$ cat src/rtl/digit_entry_sequencer_if.sv
// digit_entry_sequencer_if
// Bundles the key-entry side of the digit sequencer.
//   keys    : raw asynchronous key lines, bit k = key k
//   clear   : synchronous request to discard a partial entry
//   digit   : one-hot replayed digit during a burst, else zero
//   burst   : high on each replay cycle
//   count   : number of digits currently held
//   timeout : one-cycle pulse when a partial entry expires
// master drives keys/clear (stimulus side); slave is the sequencer.
interface digit_entry_sequencer_if #(
  parameter int DIGITS = 3
);
  localparam int CW = $clog2(DIGITS + 1);

  logic [9:0]    keys;
  logic          clear;
  logic [9:0]    digit;
  logic          burst;
  logic [CW-1:0] count;
  logic          timeout;

  modport master (output keys, clear, input digit, burst, count, timeout);
  modport slave  (input keys, clear, output digit, burst, count, timeout);
endinterface

$ cat src/rtl/digit_entry_sequencer.sv
// digit_entry_sequencer
// Conditions ten raw key lines (2-flop synchroniser + stability debounce),
// collects DIGITS one-hot key presses into a buffer, then replays the buffer
// on DIGITS consecutive cycles for the combination lock's digit input.
// Ports:
//   clk : rising-edge clock
//   rst : asynchronous active-low reset
//   bus : digit_entry_sequencer_if.slave (keys, clear in; digit, burst,
//         count, timeout out)
module digit_entry_sequencer #(
  parameter int DEBOUNCE_CYCLES = 4,
  parameter int TIMEOUT_CYCLES  = 1000,
  parameter int DIGITS          = 3
) (
  input logic                    clk,
  input logic                    rst,
  digit_entry_sequencer_if.slave bus
);

  localparam int CW = $clog2(DIGITS + 1);
  localparam int SW = $clog2(DEBOUNCE_CYCLES + 1);
  localparam int TW = $clog2(TIMEOUT_CYCLES);
  localparam logic [CW-1:0] CNT_LAST  = CW'(DIGITS - 1);
  localparam logic [SW-1:0] STAB_LAST = SW'(DEBOUNCE_CYCLES - 1);
  localparam logic [TW-1:0] TMO_LAST  = TW'(TIMEOUT_CYCLES - 1);

  typedef enum logic {COLLECT, BURST} state_t;

  function automatic logic is_one_hot(input logic [9:0] v);
    return (v != 10'd0) && ((v & (v - 10'd1)) == 10'd0);
  endfunction

  state_t                  state, state_next;
  logic [9:0]              sync_p0, sync_p1, ks_p2;
  logic [SW-1:0]           stab;
  logic [9:0]              kd, kd_last;
  logic [CW-1:0]           count;
  logic [CW-1:0]           idx;
  logic [TW-1:0]           tmo_cnt;
  logic [DIGITS-1:0][9:0]  store;
  logic                    timeout;
  logic                    press;
  logic                    store_en, wipe, expire;
  logic [9:0]              digit_c;

  // Stage p0/p1: synchroniser; p2: previous ks for the stability compare.
  always_ff @(posedge clk or negedge rst) begin
    if (!rst) begin
      sync_p0 <= '0;
      sync_p1 <= '0;
      ks_p2   <= '0;
      stab    <= '0;
      kd      <= '0;
      kd_last <= '0;
    end else begin
      sync_p0 <= bus.keys;
      sync_p1 <= sync_p0;
      ks_p2   <= sync_p1;
      kd_last <= kd;
      if (sync_p1 != ks_p2)
        stab <= '0;
      else if (stab == STAB_LAST)
        kd <= sync_p1;
      else
        stab <= stab + SW'(1);
    end
  end

  // A press is only an edge out of all-zero into exactly one key; a multi-key
  // vector or a change between non-zero vectors never qualifies, which is
  // what enforces release-before-next-press and blocks auto-repeat.
  assign press = (kd_last == 10'd0) && is_one_hot(kd);

  always_comb begin
    state_next = state;
    store_en   = 1'b0;
    wipe       = 1'b0;
    expire     = 1'b0;
    case (state)
      COLLECT: begin
        if (bus.clear) begin
          wipe = 1'b1;
        end else if (press) begin
          store_en = 1'b1;
          if (count == CNT_LAST)
            state_next = BURST;
        end else if (count != '0 && tmo_cnt == TMO_LAST) begin
          wipe   = 1'b1;
          expire = 1'b1;
        end
      end
      BURST: begin
        if (idx == CNT_LAST) begin
          wipe       = 1'b1;
          state_next = COLLECT;
        end
      end
      default: state_next = COLLECT;
    endcase
  end

  always_ff @(posedge clk or negedge rst) begin
    if (!rst) begin
      state   <= COLLECT;
      count   <= '0;
      idx     <= '0;
      tmo_cnt <= '0;
      store   <= '0;
      timeout <= 1'b0;
    end else begin
      state   <= state_next;
      timeout <= expire;
      if (wipe) begin
        count   <= '0;
        store   <= '0;
        tmo_cnt <= '0;
      end else if (store_en) begin
        for (int i = 0; i < DIGITS; i++)
          if (count == CW'(i)) store[i] <= kd;
        count   <= count + CW'(1);
        tmo_cnt <= '0;
      end else if (state == COLLECT && count != '0) begin
        tmo_cnt <= tmo_cnt + TW'(1);
      end
      if (state == BURST && idx != CNT_LAST)
        idx <= idx + CW'(1);
      else
        idx <= '0;
    end
  end

  always_comb begin
    digit_c = '0;
    if (state == BURST)
      for (int i = 0; i < DIGITS; i++)
        if (idx == CW'(i)) digit_c = store[i];
  end

  assign bus.digit   = digit_c;
  assign bus.burst   = (state == BURST);
  assign bus.count   = count;
  assign bus.timeout = timeout;

endmodule

$ cat src/flat_wrapper.sv
// flat-port wrapper written by rule: the top's interface ports become plain ports
module digit_entry_sequencer_flat 
#(
  parameter int DEBOUNCE_CYCLES = 4,
  parameter int TIMEOUT_CYCLES  = 1000,
  parameter int DIGITS          = 3
)
  (clk, rst, bus_keys, bus_clear, bus_digit, bus_burst, bus_count, bus_timeout);
  digit_entry_sequencer_if #(.DIGITS(DIGITS)) bus_i ();
  input logic clk;
  input logic rst;
  input wire logic [$bits(bus_i.keys)-1:0] bus_keys;
  input wire logic [$bits(bus_i.clear)-1:0] bus_clear;
  output wire logic [$bits(bus_i.digit)-1:0] bus_digit;
  output wire logic [$bits(bus_i.burst)-1:0] bus_burst;
  output wire logic [$bits(bus_i.count)-1:0] bus_count;
  output wire logic [$bits(bus_i.timeout)-1:0] bus_timeout;
  assign bus_i.keys = bus_keys;
  assign bus_i.clear = bus_clear;
  assign bus_digit = bus_i.digit;
  assign bus_burst = bus_i.burst;
  assign bus_count = bus_i.count;
  assign bus_timeout = bus_i.timeout;
  digit_entry_sequencer #(.DEBOUNCE_CYCLES(DEBOUNCE_CYCLES), .TIMEOUT_CYCLES(TIMEOUT_CYCLES), .DIGITS(DIGITS)) u_core (.clk(clk), .rst(rst), .bus(bus_i));
endmodule
$ cat config.mk
export PLATFORM = sky130hd
export DESIGN_NAME = digit_entry_sequencer_flat
export DESIGN_NICKNAME = d
export VERILOG_FILES = /design/src/rtl/digit_entry_sequencer_if.sv /design/src/rtl/digit_entry_sequencer.sv /design/src/flat_wrapper.sv
export SDC_FILE = /design/constraint.sdc
export NUM_CORES = 1
export LEC_CHECK = 0
export BUFFER_PORTS_ARGS = -buffer_cell sky130_fd_sc_hd__buf_2
export CAP_MARGIN = 20
export CORE_MARGIN = 1.5
export CORE_UTILIZATION = 46
export DETAILED_ROUTE_END_ITERATION = 16
export SLEW_MARGIN = 20
export SYNTH_ARGS = -nofsm -noshare
export SYNTH_HDL_FRONTEND = slang
export SYNTH_SLANG_ARGS = --single-unit
$ cat constraint.sdc
create_clock -name clk -period 2.55 [get_ports clk]
set_input_delay 0.1275 -clock clk [delete_from_list [all_inputs] [get_ports clk]]
set_output_delay 0.1275 -clock clk [all_outputs]
set_load 0.01 [all_outputs]
==> flow_summary_export.csv, run 1 <==
group,metric,value,unit
sta,slew_viol_final,0,
sta,slew_headroom,0.3988,
flow_run,drv_cap,0,
routing,wirelength,8.127,mm
power,vdd_drop_max,0.0003507,V
synth,yosysSeqAreaShare,0.5985,
routing,viasPerCell,5.203,
floorplan,die-area,9576,um2
routing,post-route-drc-count,0,
sta,setup_viol,0,
cells_and_area,diodes,0,
synth,synthCells,394,
synth,synth_area,4139,um2
setup_path,worstPathRequired,2.86,ns
setup_path,critPathKind,"flop to flop",
synth,synth-edff-count,0,
sta,grt_setup_unrepaired,"no",
placed_design,dpl.cell_count,524,
synth,synth_area_leader_cell,"dfrtp_1",
power,p_leak,2.212,nW
synth,synth-seq-cells,99,
cells_and_area,finalNonFillerCells,551,
clock_network,clock_latency,0.38,ns
cells_and_area,final_common_cell,"dfrtp_1",
grt,overflow,0,
cells_and_area,fin_nets,460,
outcome,status,"completed",
clock_network,cts_tree,"built",
grt,grt_pass1_wl,14.52,mm
clock_network,clock-sinks,99,
floorplan,row_count,34,
synth,yosys.area.top_type_share,0.5985,
placed_design,placed_cell_area,4449,um2
synth,postSynthAreaPerCell,10.51,um2
sta,max_freq,0.4331,GHz
power,power_density,568.8,nW/um2
sta,fin_crit,2.309,ns
synth,synthFlopType,"dfrtp_1",
clock_network,post_cts_buffers,0,
routing,drtAntennaViolNets,0,
grt,grt_pass1_vias,2990,
setup_path,start_kind,"flop",
routing,drtIter0Drc,117,
sta,whs,0.1214,ns
floorplan,pin_count,27,
routing,vias,2867,
sta,setup_tns,0,ns
setup_path,cp_max_fo,24,
grt,grt_usage,0.1906,
floorplan,dieHeight,97.86,um
routing,dr.pass1.iters,4,
synth,ys_async_sr_fraction,1.000,
cells_and_area,final_util,0.5499,
synth,syn_nets,416,
clock_network,clock_path_buffers,2,
clock_network,clockRootBuffer,"clkbuf_8",
placed_design,port-buffer-count,26,
sta,tightestPinTransition,0.8978,ns
setup_path,end_kind,"flop",
worst_hold_path,holdCritPathClass,"primary input to flop",
cells_and_area,seqCellArea,2477,um2
setup_path,cp.arrival,2.62,ns
synth,yosys_warnings,0,
synth,synth_area_leaders,"dfrtp_1 60%, nand2_1 5.6%, a21oi_1 5.0%, nand3_1 3.9%, xor2_1 3.4%",
floorplan,initial_core_util,0.4746,
sta,clock_skew,0.01493,ns
placed_design,gp_congestion,0.7717,
cells_and_area,area_growth,15.87,%
clock_network,numCtsBuffers,9,
synth,synth_cell_type_count,35,
floorplan,core,8721,um2
clock_network,clkTransAtPathRegs,0.12,ns
floorplan,die_w,97.86,um
cells_and_area,drive_gt1_frac,0.1625,
placed_design,dp_hpwl,5.299,mm
cells_and_area,final_cell_mix,"99 x dfrtp_1, 62 x nand2_1, 40 x a21oi_1, 32 x nand3_1, 31 x nor2_1",
cells_and_area,multiInputGateArea,1559,um2
routing,wire_per_inst,14.75,um
cells_and_area,final_area,4796,um2
grt,grt_max_degree,59,
grt,antenna_found_initial,0,
clock_network,cts_htree_levels,3,
cells_and_area,fillCellCount,767,
sta,hold_violations,0,
sta,min_period_over_period,0.9055,
routing by layer:
| metal | global-route usage | share of wire | up-vias | wire (um) |
|---|---|---|---|---|
| met1 | 0.2576 | 0.47 | 1371 | 3796 |
| met2 | 0.3093 | 0.48 | 51 | 3922 |
| met5 | 0 | 0 | - | 0 |
| met3 | 0.03651 | 0.036 | 9 | 294 |
| met4 | 0.06703 | 0.014 | 0 | 113 |
| li1 | - | - | 1436 | - |
power by group:
part / total [mW] / switching, mW / internal [mW]
combinational: 0.0853 / 0.0518 / 0.0336
clock: 1.04 / 0.637 / 0.399
sequential: 1.61 / 0.0132 / 1.59
cell usage after synthesis, types with 2 or more instances:
library cell  instances
a21oi_1              41
a22oi_1               2
and2_1               10
and3_1                3
buf_6                 3
clkbuf_1             14
dfrtp_1              99
ha_1                  9
inv_1                 7
mux2_2               10
mux2i_1               2
nand2_1              62
nand2b_1              2
nand3_1              32
nand4_1               5
nor2_1               31
nor3_1                5
nor4_1                5
o211ai_1              4
o21ai_0              13
xnor2_1               6
xor2_1               16
area by class of cell:
type | count | area share
sequential | 99 | 0.5166
timing repair buffer | 52 | 0.07931
clock inverter | 7 | 0.01957
multi-input combinational | 269 | 0.3251
tap | 108 | 0.02818
inverter | 7 | 0.005479
clock buffer | 9 | 0.02583
timing repair:
action | CTS | global route
gates resized for setup | 0 | 4
endpoints found under the setup margin | 0 | 39
hold buffers | 11 | 0
hold endpoints to repair | 51 | 0
final timing paths:
check	from	endpoint	slack, ns	cells past startpoint
max	u_core.kd[1]	u_core.store[12]	0.24	7
min	bus_clear	u_core.bus.timeout	0.12	3
max reg2reg	u_core.kd[1]	u_core.store[12]	0.24	7
min reg2reg	u_core.sync_p0[7]	u_core.sync_p1[7]	0.35	0
max in group asynchronous	rst	u_core.kd_last[6]	1.61	3
min in group asynchronous	rst	u_core.store[25]	0.26	2
metrics by stage:
step	total power [mW]	setup slack [ns]
finish	2.728	0.2410
global route	2.843	0.03755
CTS	2.759	0.1527
detailed placement	1.713	0.2107
global placement	1.711	0.2805
floorplan	1.657	0.3968
sequential cells by signal, summed over array words and instances (netlist names):
register	count
u_core.bus.burst	1
u_core.bus.count	2
u_core.ks_p2	10
u_core.tmo_cnt	10
u_core.bus.timeout	1
u_core.sync_p1	10
u_core.stab	3
u_core.kd	10
u_core.sync_p0	10
u_core.kd_last	10
u_core.store	30
u_core.idx	2
worst max-delay path, stage by stage (launching register included):
cell,delay (ns)
dfrtp_1,0.39
or3_1,0.40
a2111oi_1,0.39
o31a_2,0.26
o2111a_1,0.23
buf_4,0.27
nand3_1,0.12
a21oi_1,0.17
cells by family after synthesis:
logic type | after synthesis | share of synthesized area
simple gates | 159 | 0.1747
flops | 99 | 0.5985
compound gates | 67 | 0.09069
buf+inv | 26 | 0.03023
xor+xnor | 22 | 0.04655
mux | 12 | 0.03204
fa+ha+maj | 9 | 0.02721
No activity file was read; power rests on OpenSTA's default activity.
==> run 2: changes to the inputs <==
ABC_AREA = 1   (was default)
SLEW_MARGIN = default   (was 20)
==> flow_summary_export.csv, run 2 <==
group,metric,value,unit
clock_network,cts_tree,"built",
synth,synth_area_leader_cell,"dfrtp_1",
worst_hold_path,holdCritPathClass,"primary input to async pin",
synth,synth_area_leaders,"dfrtp_1 59%, nand3_1 9.1%, nand2_1 7.1%, nor2_1 3.3%, ha_1 2.7%",
clock_network,clkTransAtPathRegs,0.10,ns
synth,yosys.area.top_type_share,0.5902,
clock_network,cts_htree_levels,3,
setup_path,start_kind,"flop",
synth,synth-seq-cells,99,
synth,synth_cell_type_count,31,
floorplan,pin_count,27,
sta,final.setup.worst_slack,0.3260,ns
clock_network,clock_path_buffers,2,
sta,tightestPinTransition,0.6201,ns
grt,overflow,0,
synth,synth-edff-count,0,
sta,slew_headroom,0.5866,
placed_design,place_ws,0.2003,ns
placed_design,dpl.cell_count,554,
synth,synth.most_common_cell,"dfrtp_1",
clock_network,clock-sinks,99,
setup_path,end_kind,"flop",
cells_and_area,drive_gt1_frac,0.1477,
routing,dr.pass1.iters,5,
setup_path,crit_top_cell,"nand2_1",
flow_run,drv_cap,0,
grt,grt_max_degree,54,
synth,synth_area,4198,um2
synth,yosysSeqAreaShare,0.5902,
setup_path,cp_max_fo,53,
routing,drtAntennaViolNets,0,
grt,grt_pass1_wl,14.08,mm
cells_and_area,diodes,0,
cells_and_area,final_cell_mix,"99 x dfrtp_1, 79 x nand2_1, 76 x nand3_1, 37 x nor2_1, 27 x inv_1",
sta,max_freq,0.4496,GHz
clock_network,clockRootBuffer,"clkbuf_8",
power,vdd_drop_max,0.0003864,V
power,p_total,2.709,mW
setup_path,worstPathRequired,2.84,ns
sta,clock_skew,0.01375,ns
sta,min_period_over_period,0.8721,
synth,synthFlopType,"dfrtp_1",
cells_and_area,finalNonFillerCells,582,
synth,postSynthAreaPerCell,9.995,um2
sta,setup_viol,0,
setup_path,cp.arrival,2.52,ns
cells_and_area,regMostFlops,"u_core.store",
outcome,status,"completed",
placed_design,port-buffer-count,26,
placed_design,dp_hpwl,5.454,mm
cells_and_area,final_area,4807,um2
cells_and_area,final_util,0.5485,
setup_path,critPathSlowestCell,"dfrtp_1",
floorplan,die-area,9708,um2
floorplan,row_count,34,
sta,slew_viol_final,0,
cells_and_area,final_common_cell,"dfrtp_1",
synth,ys_async_sr_fraction,1.000,
floorplan,core,8763,um2
setup_path,cp_slowest_stage_delay,0.50,ns
floorplan,die_w,98.53,um
setup_path,cp_cell_sequence,"nor2_4 -> nand2_1 -> o21ai_1 -> nand2_1 -> nor2_4 -> nand3_1 -> nand2_1 -> nand2_2 -> nand2_8 -> buf_4 -> nand3_1 -> nand2_1",
sta,hold_violations,0,
floorplan,dieHeight,98.53,um
routing,post-route-drc-count,0,
cells_and_area,area_growth,14.52,%
sta,grt_setup_unrepaired,"no",
routing,drtIter0Drc,103,
power,power_density,563.5,nW/um2
placed_design,gp_congestion,0.8508,
grt,antenna_found_initial,0,
routing,wire_per_inst,13.86,um
clock_network,numCtsBuffers,9,
routing,vias,2988,
clock_network,post_cts_buffers,0,
sta,whs,0.3123,ns
routing,wirelength,8.064,mm
setup_path,critPathKind,"flop to flop",
cells_and_area,largest_register_ffs,30,
cells_and_area,fin_nets,491,
synth,synthCells,420,
synth,yosys_warnings,0,
power,p_leak,2.392,nW
placed_design,placed_cell_area,4476,um2
cells_and_area,fillCellCount,772,
grt,grt_pass1_vias,2934,
synth,syn_nets,442,
routing,viasPerCell,5.134,
grt,grt_usage,0.1822,
synth,yosys-top-cells-count,"99 x dfrtp_1, 79 x nand2_1, 76 x nand3_1",
floorplan,initial_core_util,0.4790,
clock_network,clock_latency,0.36,ns
sta,fin_crit,2.224,ns
sta,setup_tns,0,ns
[run 2: cell types whose count changed after synthesis, sizes merged, moves of 9 or more]
cell / previous run / this run
nand3: 32 / 76
a21oi: 41 / 2
nand2: 62 / 83
inv: 7 / 27
nor2: 31 / 43
clkbuf: 14 / 4
mux2: 10 / 0
and2: 10 / 1
o21ai: 14 / 23
[run 2: routing by layer]
layer	vias up	part of all wire	global-route usage
met5	-	0	0
met4	0	0.013	0.05850
met3	11	0.045	0.03191
met2	72	0.47	0.2919
met1	1420	0.47	0.2550
li1	1485	-	-
[run 2: timing repair]
| action | 4_1_cts | 5_1_grt |
|---|---|---|
| hold buffers | 12 | 0 |
| endpoints found under the hold margin | 58 | 0 |
| endpoints found under the setup margin | 0 | 21 |
| gates resized for setup | 0 | 1 |
[run 2: layout make-up]
type / instances / area (um2) / share of cell area
flip-flops and latches: 99 / 2477 / 0.5154
multi-input cells: 282 / 1535 / 0.3194
repair buffers: 50 / 355.3 / 0.07392
clock buffers: 10 / 137.6 / 0.02863
well taps: 108 / 135.1 / 0.02811
inverters: 27 / 101.3 / 0.02108
clock inverters: 6 / 65.06 / 0.01353
[run 2: path summary, 6_finish.rpt]
kind                       cells past startpoint              start  slack [ns]                 to
min in group clk                               0  u_core.sync_p0[6]        0.35  u_core.sync_p1[6]
hold / removal                                 2                rst        0.31      u_core.idx[0]
max in group asynchronous                      3                rst        1.55    u_core.ks_p2[9]
setup / recovery                              12       u_core.kd[1]        0.33    u_core.store[7]
setup reg to reg                              12       u_core.kd[1]        0.33    u_core.store[7]
hold reg to reg                                0  u_core.sync_p0[6]        0.35  u_core.sync_p1[6]
[run 2: cell families after synthesis]
group,after synthesis,share of synthesized area
simple gates,217,0.2447
flops,99,0.5902
buf+inv,39,0.04620
compound gates,37,0.05216
xor+xnor,18,0.03756
fa+ha+maj,9,0.02683
mux,1,0.002385
[run 2: worst max-delay path, delay by kind of cell, from the launching register on]
family / cells / cell delay (ns)
DFF: 1 / 0.50
buffers and inverters: 1 / 0.23
AOI/OAI and AO/OA: 1 / 0.13
and+or+nand+nor: 10 / 1.30
[run 2: power breakdown]
part	leakage (nW)	internal, mW	switching [mW]
registers	1.31	1.59	0.0129
logic	0.976	0.0379	0.0595
clock network	0.102	0.480	0.526
